===== config.mk =====
export PLATFORM = sky130hd
export DESIGN_NAME = pixel_readout_rx_flat
export DESIGN_NICKNAME = d
export VERILOG_FILES = /design/src/rtl/pixel_rx_pkg.sv /design/src/rtl/pixel_rx_if.sv /design/src/rtl/pixel_rx_fifo.sv /design/src/rtl/pixel_readout_rx.sv /design/src/flat_wrapper.sv
export SDC_FILE = /design/constraint.sdc
export NUM_CORES = 1
export LEC_CHECK = 0
export CAP_MARGIN = 20
export CORE_AREA = 2 2 176 178
export DETAILED_ROUTE_END_ITERATION = 12
export DIE_AREA = 0 0 178 180
export HOLD_SLACK_MARGIN = 0.15
export PLACE_DENSITY_LB_ADDON = 0.25
export SLEW_MARGIN = 20
export SYNTH_ARGS = -nofsm -noshare
export SYNTH_HDL_FRONTEND = slang
export SYNTH_SLANG_ARGS = --single-unit

===== constraint.sdc =====
create_clock -name clk -period 2.8 [get_ports clk]
set_input_delay 0.28 -clock clk [delete_from_list [all_inputs] [get_ports clk]]
set_output_delay 0.28 -clock clk [all_outputs]
set_load 0.05 [all_outputs]

===== src/rtl/pixel_rx_pkg.sv =====
// rtl/pixel_rx_pkg.sv - shared types, widths and Gray decode for the pixel readout receiver
package pixel_rx_pkg;

  localparam int PIX_W  = 8;
  localparam int WORD_W = 32;

  typedef enum logic [2:0] {
    WAIT_R0,
    SETTLE_R0,
    WAIT_R1,
    SETTLE_R1,
    PUSH
  } rx_state_t;

  function automatic logic [PIX_W-1:0] gray2bin(input logic [PIX_W-1:0] g);
    logic [PIX_W-1:0] b;
    b[PIX_W-1] = g[PIX_W-1];
    for (int i = PIX_W - 2; i >= 0; i--) begin
      b[i] = b[i+1] ^ g[i];
    end
    return b;
  endfunction

endpackage


===== src/rtl/pixel_rx_if.sv =====
// rtl/pixel_rx_if.sv - valid/ready word stream from the receiver to the downstream sink
interface pixel_rx_if;
  import pixel_rx_pkg::*;

  logic [WORD_W-1:0] out_data;
  logic              out_valid;
  logic              out_ready;

  modport master (output out_data, output out_valid, input out_ready);
  modport slave  (input out_data, input out_valid, output out_ready);

endinterface


===== src/rtl/pixel_rx_fifo.sv =====
// rtl/pixel_rx_fifo.sv - synchronous word FIFO; a pop frees its slot for a same-cycle push when full
module pixel_rx_fifo #(
  parameter int DEPTH = 4,
  parameter int W     = 32
) (
  input  logic         clk,
  input  logic         reset,
  input  logic         push,
  input  logic [W-1:0] wdata,
  input  logic         pop,
  output logic [W-1:0] rdata,
  output logic         full,
  output logic         empty
);

  localparam int AW = $clog2(DEPTH);

  logic [W-1:0]  mem [DEPTH];
  logic [AW-1:0] wr_ptr;
  logic [AW-1:0] rd_ptr;
  logic [AW:0]   count;
  logic          do_push;
  logic          do_pop;

  assign empty   = (count == '0);
  assign full    = (count == (AW+1)'(DEPTH));
  assign do_pop  = pop && !empty;
  assign do_push = push && (!full || do_pop);
  assign rdata   = mem[rd_ptr];

  always_ff @(posedge clk or negedge reset) begin
    if (!reset) begin
      for (int i = 0; i < DEPTH; i++) begin
        mem[i] <= '0;
      end
      wr_ptr <= '0;
      rd_ptr <= '0;
      count  <= '0;
    end else begin
      if (do_push) begin
        mem[wr_ptr] <= wdata;
        wr_ptr      <= wr_ptr + AW'(1);
      end
      if (do_pop) begin
        rd_ptr <= rd_ptr + AW'(1);
      end
      case ({do_push, do_pop})
        2'b10:   count <= count + (AW+1)'(1);
        2'b01:   count <= count - (AW+1)'(1);
        default: count <= count;
      endcase
    end
  end

endmodule


===== src/rtl/pixel_readout_rx.sv =====
// rtl/pixel_readout_rx.sv - follows read strobes, captures two rows per frame, queues 32-bit words
// Define PIXEL_RX_GRAY_EN to Gray-decode every column sample on its way into the row registers.
module pixel_readout_rx
  import pixel_rx_pkg::*;
#(
  parameter int SETTLE_CYCLES = 2,
  parameter int FIFO_DEPTH    = 4
) (
  input  logic             clk,
  input  logic             reset,
  input  logic             erase,
  input  logic             read0,
  input  logic             read1,
  input  logic [PIX_W-1:0] dataIn1,
  input  logic [PIX_W-1:0] dataIn2,
  pixel_rx_if.master       out_if,
  output logic             overflow,
  output logic             proto_err,
  output logic [15:0]      frame_cnt
);

  rx_state_t          state, next_state;
  logic               read0_q, read1_q;
  logic               rise0, rise1, both;
  logic [3:0]         cnt;
  logic [2*PIX_W-1:0] row0, row1, sample;
  logic               hold, load_cnt, dec_cnt, take_r0, take_r1, do_push;
  logic               pop, push_ok, fifo_full, fifo_empty;

  assign rise0 = read0 && !read0_q;
  assign rise1 = read1 && !read1_q;
  assign both  = read0 && read1;

`ifdef PIXEL_RX_GRAY_EN
  assign sample = {gray2bin(dataIn2), gray2bin(dataIn1)};
`else
  assign sample = {dataIn2, dataIn1};
`endif

  always_ff @(posedge clk or negedge reset) begin
    if (!reset) begin
      state <= WAIT_R0;
    end else begin
      state <= next_state;
    end
  end

  // Erase and the illegal both-strobes case override every state except PUSH.
  always_comb begin
    next_state = state;
    case (state)
      WAIT_R0:   if (rise0) next_state = SETTLE_R0;
      SETTLE_R0: if (cnt == '0) next_state = WAIT_R1;
      WAIT_R1: begin
        if (rise0)      next_state = SETTLE_R0;
        else if (rise1) next_state = SETTLE_R1;
      end
      SETTLE_R1: if (cnt == '0) next_state = PUSH;
      PUSH:      next_state = WAIT_R0;
      default:   next_state = WAIT_R0;
    endcase
    if (state != PUSH) begin
      if (erase)     next_state = WAIT_R0;
      else if (both) next_state = state;
    end
  end

  always_comb begin
    hold     = (state != PUSH) && !erase && both;
    load_cnt = ((next_state == SETTLE_R0) || (next_state == SETTLE_R1)) && (next_state != state);
    dec_cnt  = ((state == SETTLE_R0) || (state == SETTLE_R1)) && (next_state == state) && !hold;
    take_r0  = (state == SETTLE_R0) && (next_state == WAIT_R1);
    take_r1  = (state == SETTLE_R1) && (next_state == PUSH);
    do_push  = (state == PUSH);
  end

  assign pop              = out_if.out_valid && out_if.out_ready;
  assign push_ok          = do_push && (!fifo_full || pop);
  assign out_if.out_valid = !fifo_empty;

  always_ff @(posedge clk or negedge reset) begin
    if (!reset) begin
      read0_q   <= 1'b0;
      read1_q   <= 1'b0;
      cnt       <= '0;
      row0      <= '0;
      row1      <= '0;
      overflow  <= 1'b0;
      proto_err <= 1'b0;
      frame_cnt <= '0;
    end else begin
      read0_q <= read0;
      read1_q <= read1;
      if (load_cnt)     cnt <= 4'(SETTLE_CYCLES);
      else if (dec_cnt) cnt <= cnt - 4'd1;
      if (take_r0) row0 <= sample;
      if (take_r1) row1 <= sample;
      if (both)    proto_err <= 1'b1;
      if (do_push && !push_ok) overflow <= 1'b1;
      if (push_ok) frame_cnt <= frame_cnt + 16'd1;
    end
  end

  pixel_rx_fifo #(
    .DEPTH (FIFO_DEPTH),
    .W     (WORD_W)
  ) u_fifo (
    .clk   (clk),
    .reset (reset),
    .push  (push_ok),
    .wdata ({row1, row0}),
    .pop   (pop),
    .rdata (out_if.out_data),
    .full  (fifo_full),
    .empty (fifo_empty)
  );

endmodule


===== src/flat_wrapper.sv =====
// flat-port wrapper written by rule: the top's interface ports become plain ports
module pixel_readout_rx_flat import pixel_rx_pkg::*;
#(
  parameter int SETTLE_CYCLES = 2,
  parameter int FIFO_DEPTH    = 4
)
  (clk, reset, erase, read0, read1, dataIn1, dataIn2, overflow, proto_err, frame_cnt, out_if_out_data, out_if_out_valid, out_if_out_ready);
  pixel_rx_if out_if_i ();
  input  logic clk;
  input  logic reset;
  input  logic erase;
  input  logic read0;
  input  logic read1;
  input  logic [PIX_W-1:0] dataIn1;
  input  logic [PIX_W-1:0] dataIn2;
  output logic overflow;
  output logic proto_err;
  output logic [15:0] frame_cnt;
  output wire logic [$bits(out_if_i.out_data)-1:0] out_if_out_data;
  output wire logic [$bits(out_if_i.out_valid)-1:0] out_if_out_valid;
  input wire logic [$bits(out_if_i.out_ready)-1:0] out_if_out_ready;
  assign out_if_out_data = out_if_i.out_data;
  assign out_if_out_valid = out_if_i.out_valid;
  assign out_if_i.out_ready = out_if_out_ready;
  pixel_readout_rx #(.SETTLE_CYCLES(SETTLE_CYCLES), .FIFO_DEPTH(FIFO_DEPTH)) u_core (.clk(clk), .reset(reset), .erase(erase), .read0(read0), .read1(read1), .dataIn1(dataIn1), .dataIn2(dataIn2), .out_if(out_if_i), .overflow(overflow), .proto_err(proto_err), .frame_cnt(frame_cnt));
endmodule

==> impl_metrics.yaml <==
place:
  place_area_um2: 9960
  io_buffers: 72
  gp_congestion: 0.755
  dp_hpwl_mm: 12.3
power_and_ir_drop:
  leakage_nw: 4.93
  peakVddDrop_v: 0.000436
  powerDensity_nw_per_um2: 625
floorplanning:
  core.rowCount: 64
  die-area_um2: 32000
  core_area_um2: 30200
  ioPinCount: 73
  initial_core_util: 0.276
  die-height_um: 180
  die_w_um: 178
drt:
  drt_iter0_drc: 178
  vias: 4782
  drt-pass1-iter-count: 6
  wirelength_mm: 18.8
  antenna_left: 0
  drc: 0
  wire_per_inst_um: 18.3
  vias_per_cell: 4.65
cts:
  clk_pin_slew_ps: 70
  cts_root_buffer: "clkbuf_16"
  clk_latency_ps: 440
  cts_resized: 0
  hold_buffers: 1
  clockBufferDepth: 2
  cts_tree: "done"
  cts_setup_buffers: 0
  clkSinkCount: 194
  numCtsBuffers: 17
  ctsHtreeMaxLevel: 4
timing:
  slew_headroom: 0.554
  worst_pin_slew_ps: 668
  skew_ps: 15.7
  fmax_ghz: 0.389
  finalSetupViolations: 0
  hold_violations: 0
  setup-tns-final_ps: 0
  fin_crit_ps: 2570
  slew_viol_final: 0
  rsz0062_at_grt: "false"
  min_period_over_period: 0.918
outcome:
  status: "finished clean"
grt:
  grt_pass1_vias: 5299
  grt_max_degree: 79
  grt_util_all_layers: 0.125
  grt.overflow.total: 0
  antenna_found_initial: 0
  grt_pass1_wl_mm: 30.1
logic_synthesis:
  seq_area_frac_synth: 0.583
  synth_flop_cell: "dfrtp_1"
  synth.cell_area_um2: 8330
  synth_cell_type_count: 40
  ys_seq_elements: 194
  async_flop_share: 1.00
  syn_avg_cell_area_um2: 15.6
  syn_nets: 565
  yosysWarnings: 0
  synth-edff-count: 0
  syn_inst: 534
finish:
  fillers: 2816
  diodes: 0
  area_delta_synth_final_pct: 26.8
  nets: 650
  seqCellArea_um2: 4860
  drive_above_1_share: 0.445
  final_area_um2: 10600
  multi_input_area_um2: 3300
setup_path:
  worstPathArrival_ps: 2290
  critPathCapture: "out_if_out_data[3]"
  path_depth: 3
  cp_slowest_stage_delay_ps: 800
  cp_max_fo: 17
  crit_start: "u_core.u_fifo.rd_ptr[0]"
  path_class: "reg -> out"
  rr_startpoint: "u_core.u_fifo.count[1]"
  worstSetupStartpointType: "flop"
  rrSetupSlack_ps: 500
  cp-end-kind: "output pin"
  rr_endpoint: "u_core.u_fifo.count[2]"
  cp.required_ps: 2520
  ff2ff_path_depth: 9
  crit_chain: "buf_4 > mux4_2 > buf_12"
  critical_path.top_delay_family: "flip-flops"
  cp_num_buf_inv: 2
  cp_slowest_cell: "dfrtp_2"
job:
  drv_cap: 0
hold_path:
  min_path_type: "in -> async"
==> metrics by stage <==
step	std cells	hold slack, ps	utilization	power [W]	setup slack (ps)
final	1028	437	0.350	0.00660	231
after global routing	1028	458	0.350	0.00696	84.1
after CTS	1028	419	0.350	0.00672	158
after detailed placement	995	365	0.330	0.00427	210
after global placement	995	343	0.330	0.00422	362
after floorplan	534	-15.6	-	0.00385	455
==> how the worst min path moves through the flow <==
stage | from | endpoint | cells after the start
floorplan | reset | u_core.cnt[0] | 0
global placement | reset | u_core.u_fifo.mem[125] | 1
detailed placement | reset | u_core.u_fifo.mem[124] | 1
CTS | read1 | u_core.read1_q | 1
global route | read1 | u_core.read1_q | 1
finish | reset | u_core.u_fifo.mem[124] | 2
==> cells in the final DEF (no fill, tap or decap), drive strengths merged, types with 8 or more instances in the layout <==
cell type / count
buf: 51
clkbuf: 18
clkdlybuf4s50: 39
dfrtp: 194
ha: 8
inv: 22
mux2: 160
mux4: 32
nand2: 18
nand3: 8
nor2: 11
xnor2: 13
xor2: 11
==> routing by layer <==
metal / wire length (um) / global-route usage / part of all wire / up-vias
li1: - / - / - / 2114
met5: 0 / 0 / 0 / -
met1: 8270 / 0.159 / 0.44 / 2563
met2: 9780 / 0.214 / 0.52 / 81
met3: 526 / 0.0256 / 0.028 / 24
met4: 280 / 0.0351 / 0.015 / 0
==> sequential cells by signal, summed over array words and instances, names as in the netlist <==
register / cells
u_core.u_fifo.mem: 128
u_core.frame_cnt: 16
u_core.row0: 16
u_core.row1: 16
u_core.cnt: 4
u_core.state: 3
u_core.u_fifo.count: 3
u_core.u_fifo.rd_ptr: 2
u_core.u_fifo.wr_ptr: 2
u_core.overflow: 1
u_core.proto_err: 1
u_core.read0_q: 1
u_core.read1_q: 1
==> where the power goes <==
part | switching [W] | internal [W] | total [W] | leakage [nW]
registers | 0.000264 | 0.00297 | 0.00324 | 2.64
clock network | 0.00121 | 0.00120 | 0.00242 | 0.286
logic | 0.000473 | 0.000472 | 0.000945 | 2.00
==> cell type report <==
cell class,count,share of cell area
clock buffers,17,0.0403
well taps,396,0.0469
flip-flops and latches,194,0.460
repair buffers,92,0.121
inverters,11,0.00391
clock inverters,15,0.0154
multi-input cells,303,0.313
==> cell families (layout without fill, tap and decap cells) <==
kind of cell,after synthesis,in the layout,synth area share
AO/OA/AOI/OAI,14,14,0.0102
XOR/XNOR,24,24,0.0252
adder cells (fa/ha/maj),9,9,0.0144
buffers and inverters,37,135,0.0207
flip-flops,194,194,0.583
multiplexers,192,192,0.303
AND/OR/NAND/NOR,64,64,0.0436
==> cell usage after synthesis (6+ instances only) <==
cell,count,share of area
nand2_1,18,0.0081
dfrtp_1,194,0.58
xnor2_1,13,0.014
nor2_1,11,0.0050
mux2_2,160,0.22
xor2_1,11,0.012
mux4_2,32,0.087
ha_1,8,0.012
clkbuf_1,6,0.0027
inv_1,11,0.0050
buf_2,18,0.011
nand3_1,8,0.0048
No activity file was read; power rests on OpenSTA's default activity.
